## src/rtl/jump_trace_ring.sv

```systemverilog
// Overwriting ring of recent {source, target} jump pairs with a two-stage
// registered read port, occupancy count and sticky overflow flag.
module jump_trace_ring #(
  parameter int DATA_WIDTH = 32,
  parameter int DEPTH      = 8
) (
  input  logic                    clk,
  input  logic                    rstn,
  input  logic                    push,
  input  logic [DATA_WIDTH-1:0]   push_src,
  input  logic [DATA_WIDTH-1:0]   push_dst,
  input  logic                    pop,
  output logic                    rd_valid,
  output logic [DATA_WIDTH-1:0]   rd_src,
  output logic [DATA_WIDTH-1:0]   rd_dst,
  output logic [$clog2(DEPTH):0]  count,
  output logic                    ovf
);

  localparam int PTR_W = $clog2(DEPTH);
  localparam int CNT_W = PTR_W + 1;

  logic [2*DATA_WIDTH-1:0] mem [DEPTH];
  logic [2*DATA_WIDTH-1:0] stage_reg;
  logic [PTR_W-1:0]        wr_ptr_reg, rd_ptr_reg;
  logic [CNT_W-1:0]        occ_reg, count_reg;
  logic                    pop_q_reg, valid_reg, ovf_reg;
  logic [DATA_WIDTH-1:0]   src_reg, dst_reg;
  logic                    full, pop_ok;

  assign full   = (occ_reg == CNT_W'(DEPTH));
  assign pop_ok = pop && (occ_reg != '0);

  // Read-before-write: a push into the slot being popped still yields the old entry.
  always_ff @(posedge clk) begin
    if (push) mem[wr_ptr_reg] <= {push_src, push_dst};
    stage_reg <= mem[rd_ptr_reg];
  end

  always_ff @(posedge clk or negedge rstn) begin
    if (!rstn) begin
      wr_ptr_reg <= '0;
      rd_ptr_reg <= '0;
      occ_reg    <= '0;
      count_reg  <= '0;
      pop_q_reg  <= 1'b0;
      valid_reg  <= 1'b0;
      ovf_reg    <= 1'b0;
      src_reg    <= '0;
      dst_reg    <= '0;
    end else begin
      if (push) wr_ptr_reg <= wr_ptr_reg + PTR_W'(1);
      if (pop_ok || (push && full)) rd_ptr_reg <= rd_ptr_reg + PTR_W'(1);
      if (push && !pop_ok) begin
        if (full) ovf_reg <= 1'b1;
        else      occ_reg <= occ_reg + CNT_W'(1);
      end else if (!push && pop_ok) begin
        occ_reg <= occ_reg - CNT_W'(1);
      end
      count_reg <= occ_reg;
      pop_q_reg <= pop_ok;
      valid_reg <= pop_q_reg;
      if (pop_q_reg) {src_reg, dst_reg} <= stage_reg;
    end
  end

  assign rd_valid = valid_reg;
  assign rd_src   = src_reg;
  assign rd_dst   = dst_reg;
  assign count    = count_reg;
  assign ovf      = ovf_reg;

endmodule

```

## config.mk

```make
export PLATFORM = sky130hd
export DESIGN_NAME = jump_trace_ring
export DESIGN_NICKNAME = d
export VERILOG_FILES = /design/src/rtl/jump_trace_ring.sv
export SDC_FILE = /design/constraint.sdc
export NUM_CORES = 1
export LEC_CHECK = 0
export CAP_MARGIN = 30
export CORE_ASPECT_RATIO = 0.75
export CORE_UTILIZATION = 25
export DETAILED_ROUTE_END_ITERATION = 6
export SYNTH_ARGS = -nofsm -noshare
export SYNTH_HDL_FRONTEND = slang
export SYNTH_SLANG_ARGS = --single-unit
```

## constraint.sdc

```tcl
create_clock -name clk -period 10.25 [get_ports clk]
set_clock_uncertainty 0.2 [all_clocks]
set_input_delay 1.025 -clock clk [delete_from_list [all_inputs] [get_ports clk]]
set_output_delay 1.025 -clock clk [all_outputs]
set_load 0.03 [all_outputs]
```

==> reports/metrics.cfg, run 1 <==
[outcome]
status=finished clean

[timing]
fmax_ghz=0.274
maxSlewViolCount=0
post-route-min-period_ns=3.65
hold_ws_ns=0.238
slew_headroom_pct=33.9
hold_viol_final=0
finalSetupTns_ns=0
setup_violations=0
min_period_over_period_pct=35.6
rsz0062_at_grt=no
worstMarginPinSlew_ns=0.991

[synthesis]
synth_area_um2=23700
ys_ff_latch=657
ys_seq_area_share_pct=79.0
yosys_warnings=0
synth_cells=1011
syn-num-nets=1084
yosysUniqueCellTypes=29
synth_area_per_cell_um2=23.4

[layout]
final_cell_mix=512 x edfxtp_1, 136 x clkdlybuf4s50_1, 132 x mux2_2
largest_reg_flops=512
layout-drive-gt1-share_pct=31.3
nets=1267
area_delta_synth_final_pct=21.7
fillers=8874
final_common_cell=edfxtp_1

[pwr]
powerDensity_nw_per_um2=297
p_seq_share_pct=44.4
switching_share_pct=28.8
p_leak_nw=9.35
power_switching_w=0.00246
power_frac_comb_pct=27.6
p_int_w=0.00609
vdd_ir_drop_max_mv=0.217
clkPwrFrac_pct=28.0

[global_route]
groute.layer.met1.usage_pct=14.4
use_met2_pct=16.3
busiest_layer=met2
track_usage_pct=10.6
grt_pass1_vias=11200
grt_max_degree=105
antenna_found_initial=8
met3_usage_pct=3.08
overflow=0
grt_pass1_wl_mm=74.8

[clocking]
ctsResizeCount=0
cts_root_buf=clkbuf_16
cts_tree=done
cts_buffers=68
clock_latency_ns=0.59
numClockSinks=657
path_clk_slew_ns=0.06
holdBufCountCts=0
clock_path_buffers=3
cts_setup_buffers=0
htreeDepth=3

[floorplanning]
core_um2=93600
die-area_um2=95900
die_h_um=268
die_w_um=357
pin_count=138
fp-row-count=97
initial_core_util_pct=25.3

[worst_setup_path]
slowest_delay_ns=0.75
endpoint_kind=flop
crit_type=in2reg
r2r_start=rd_ptr_reg[0]
start_kind=primary input
reg2reg_slack_ns=7.34
crit_fanout=43
cp-startpoint=push
slowest_stage=clkdlybuf4s50_1
path_cells=clkdlybuf4s50_1, nand2_1, nor2_4, buf_4
worst_ep_arrival_time_ns=3.65
cp.required_ns=10.25

[detailed_routing]
vias_per_cell=4.15
drtIter0Drc=671
route.vias.total=10300
ant_nets=0
avgRoutedWirePerCell_um=20.1
routed_wl_mm=49.9
drc_errors=0
dr.pass1.iters=6

[worst_hold_path]
hold_class=in2async

[placed_design]
place_congestion=0.688
hpwlAfterDp_mm=30.0
port_buffers=137

[flow_run]
drv_cap=0

==> kinds of logic (layout without fill, tap and decap cells) <==
kind of cell / Yosys count / in the layout / share of synthesized area (%)
other: 0 / 2 / 0
adder cells (fa/ha/maj): 5 / 5 / 0.296
AO/OA/AOI/OAI: 9 / 9 / 0.265
XOR/XNOR: 7 / 7 / 0.259
flip-flops: 657 / 657 / 79.0
buffers and inverters: 47 / 282 / 1.18
AND/OR/NAND/NOR: 25 / 25 / 0.508
multiplexers: 261 / 261 / 18.5
==> cell type report <==
class	instances	area [um^2]	area share (%)
sequential	657	18700	64.9
multi-input combinational	307	4750	16.5
clock buffer	91	1850	6.42
timing repair buffer	158	1620	5.64
tap	1237	1550	5.38
clock inverter	31	314	1.09
inverter	2	7.51	0.0261
antenna	2	5.00	0.0174
==> Yosys cell counts <==
master / number / share of area [%]
edfxtp_1: 512 / 65
mux2_2: 132 / 6.3
mux4_2: 128 / 12
dfrtp_1: 81 / 8.6
dfxtp_1: 64 / 5.4
clkbuf_1: 12 / 0.19
buf_6: 11 / 0.52
buf_1: 10 / 0.16
buf_2: 10 / 0.21
nor2_1: 8 / 0.13
nand2_1: 6 / 0.095
ha_1: 4 / 0.21
nand2b_1: 4 / 0.11
xor2_1: 4 / 0.15
nand3_1: 3 / 0.063
o22ai_1: 3 / 0.079
xnor2_1: 3 / 0.11
a21oi_1: 2 / 0.042
buf_4: 2 / 0.063
inv_1: 2 / 0.032
nor3_1: 2 / 0.042
a31o_2: 1 / 0.037
a31oi_1: 1 / 0.026
a32o_1: 1 / 0.042
fa_1: 1 / 0.085
mux2i_1: 1 / 0.042
nor2_4: 1 / 0.048
o221ai_1: 1 / 0.037
or3_1: 1 / 0.026
==> worst max-delay path: cells and delay by family <==
| kind | cells | cell delay (ns) |
|---|---|---|
| buffers and inverters | 2 | 1.46 |
| AND/OR/NAND/NOR | 2 | 1.06 |
==> per-layer routing <==
| layer | up-vias | part of all wire (%) | wire length, um |
|---|---|---|---|
| met5 | - | 0.088 | 44 |
| met4 | 8 | 2.3 | 1150 |
| li1 | 4516 | - | - |
| met3 | 89 | 5.5 | 2730 |
| met2 | 236 | 46 | 22900 |
| met1 | 5462 | 46 | 23100 |
==> final timing paths <==
path,to,cells after the start
worst max-delay path,mem[5][16],4
worst min-delay path,rd_dst[23],1
worst max register to register,stage_reg[12],3
worst min register to register,rd_dst[29],1
max in group asynchronous,rd_ptr_reg[1],2
min in group clk,rd_dst[29],1
==> metrics by stage <==
stage	utilization (%)	cells	total power, W	cell area, um^2	setup slack [ns]
finish	30.8	2485	0.00856	28800	6.60
global route	30.8	2484	0.00898	28800	6.41
CTS	30.7	2482	0.00871	28800	6.58
detailed placement	28.4	2360	0.00628	26600	5.94
global placement	28.3	2356	0.00623	26500	5.93
floorplan	-	1011	0.00541	23700	3.66
==> power by group through the flow <==
| stage | clock network [W] | logic, W | registers [W] |
|---|---|---|---|
| after floorplan | 0 | 0.00141 | 0.00400 |
| after global placement | 0 | 0.00232 | 0.00391 |
| after detailed placement | 0 | 0.00236 | 0.00391 |
| after CTS | 0.00247 | 0.00238 | 0.00386 |
| after global routing | 0.00257 | 0.00254 | 0.00387 |
| final | 0.00240 | 0.00236 | 0.00380 |
(Power assumes the default switching activity.)
==> run 2: changes to the inputs <==
==> constraint.sdc (replaced) <==
create_clock -name clk -period 3.6 [get_ports clk]
set_clock_uncertainty 0.2 [all_clocks]
set_input_delay 0.36 -clock clk [delete_from_list [all_inputs] [get_ports clk]]
set_output_delay 0.36 -clock clk [all_outputs]
set_load 0.03 [all_outputs]
==> run 2 against run 1 <==
Final area is 0.19% higher. Power grew to 2.8 times the previous value. First-iteration DRC count is 5.4% higher. Count of clock-buffer cells in the layout is 4 lower. Sequential cell count stayed put. Worst setup slack worse by 5.8 ns. Register-to-register slack worse by 6.5 ns. Worst hold slack worse by 0.14 ns. Sequential power grew to 2.8 times the previous value. Non-clock buffer count is 10 higher. Cell count hardly changed. Combinational power grew to 2.9 times the previous value.
==> reports/metrics.cfg, run 2 (synthesized netlist as in run 1, its figures left out) <==
[timing]
post-route-min-period_ns=2.79
layout_setup_ws_ns=0.806
fmax_ghz=0.358
rsz0062_at_grt=no
min_period_over_period_pct=77.6
slew_headroom_pct=49.5
finalSetupTns_ns=0
hold_viol_final=0
maxSlewViolCount=0
worstMarginPinSlew_ns=0.758
setup_violations=0

[global_route]
grt_pass1_wl_mm=74.6
overflow=0
grt_max_degree=65
track_usage_pct=10.5
antenna_found_initial=6
grt_pass1_vias=11000

[worst_setup_path]
cp.required_ns=3.95
slowest_delay_ns=0.55
slowest_stage=or3_1
crit_type=reg2reg
cp_common_cell=nor2_1
worst_ep_arrival_time_ns=3.14
path_cells=or3_1, nor2_1, nor2_1, nand2b_1, ha_1, nand3_1, nand2_1, mux2_2, o22ai_1
endpoint_kind=flop
start_kind=flop
crit_fanout=8
critPathTopFamily=simple AND/OR/NAND/NOR gates
crit_buf_inv=0

[pwr]
total_power_w=0.0242
power_frac_comb_pct=28.3
switching_share_pct=29.1
p_seq_share_pct=44.8
clkPwrFrac_pct=26.9
powerDensity_nw_per_um2=839
p_leak_nw=9.35
power_switching_w=0.00703
p_int_w=0.0172
vdd_ir_drop_max_mv=0.417

[layout]
final_cell_mix=512 x edfxtp_1, 136 x clkdlybuf4s50_1, 132 x mux2_2
final_common_cell=edfxtp_1
regArea_um2=18700
fillers=8887
largest_reg_flops=512
area_delta_synth_final_pct=22.0
layout-drive-gt1-share_pct=31.5
multi_input_area_um2=4760
antenna_cells=0
nets=1270
fin_util_pct=30.8
instances_no_fill=2486

[flow_run]
drv_cap=0

[clocking]
path_clk_slew_ns=0.06
cts_tree=done
clock_latency_ns=0.63
htreeDepth=2
ctsResizeCount=0
cts_root_buf=clkbuf_16
numClockSinks=657
clock_path_buffers=3
cts_buffers=61

[detailed_routing]
avgRoutedWirePerCell_um=20.0
dr.pass1.iters=5
ant_nets=0
drtIter0Drc=707
drc_errors=0
vias_per_cell=4.15
route.vias.total=10300
routed_wl_mm=49.8

[worst_hold_path]
hold_class=in2async

[floorplanning]
pin_count=138
die_h_um=268
initial_core_util_pct=25.3
core_um2=93600
fp-row-count=97
die-area_um2=95900
die_w_um=357

[placed_design]
place_congestion=0.707
place_inst=2369
pre_cts_slack_ns=0.680
hpwlAfterDp_mm=29.7
port_buffers=137

[outcome]
status=finished clean

## run 2: cell count changes in the layout (fill, tap and decap cells not counted), sizes merged
| cell | delta |
|---|---|
| buf | +9 |
| clkbuf | -4 |
| clkinv | -5 |
| clkinvlp | +2 |
| diode | -2 |
| dlygate4sd3 | +1 |
## run 2: power by group through the flow
stage | sequential (W) | clock, W | combinational, W
2_1_floorplan | 0.0114 | 0 | 0.00401
3_3_place_gp | 0.0112 | 0 | 0.00671
3_5_place_dp | 0.0110 | 0 | 0.00699
4_1_cts | 0.0109 | 0.00674 | 0.00704
5_1_grt | 0.0111 | 0.00700 | 0.00733
6_report | 0.0108 | 0.00651 | 0.00684
## run 2: metal layers
metal / global-route usage, % / vias up / wire length (um)
met2: 16.8 / 209 / 23700
li1: - / 4521 / -
met1: 14.5 / 5508 / 23100
met4: 2.43 / 8 / 744
met5: 0 / - / 60
met3: 2.23 / 66 / 2190
## run 2: final cells by class
cell class,instances,area share [%]
Inverter,2,0.0260
Multi-Input combinational cell,307,16.5
Clock buffer,87,5.91
Timing Repair Buffer,168,6.25
Clock inverter,28,1.14
Sequential cell,657,64.8
Tap cell,1237,5.37
## run 2: worst paths after layout
path                               to  slack (ns)  cells after the start         start
min in group clk           mem[6][55]        0.25                      1  push_src[23]
setup reg to reg           occ_reg[3]        0.81                      9    occ_reg[0]
setup / recovery           occ_reg[3]        0.81                      9    occ_reg[0]
hold / removal              rd_dst[0]        0.10                      3          rstn
max in group asynchronous  rd_src[28]        2.50                      4          rstn
hold reg to reg             rd_dst[7]        0.26                      1  stage_reg[7]
## run 2: repair_timing
action | in CTS | in global routing
endpoints found under the hold margin | 51 | 0
buffers inserted | 0 | 0
hold buffers | 1 | 0
## run 2: worst min-delay path, stage by stage
cell,delay (ns)
dlygate4sd3_1,0.54
buf_4,0.15
buf_4,0.25
## run 2: stage by stage
| step | hold WS [ns] | instance area, um^2 |
|---|---|---|
| CTS | 0.214 | 28800 |
| global placement | 0.219 | 26700 |
| detailed placement | 0.247 | 26800 |
| floorplan | -0.136 | 23700 |
| finish | 0.100 | 28800 |
| global route | 0.0882 | 28800 |
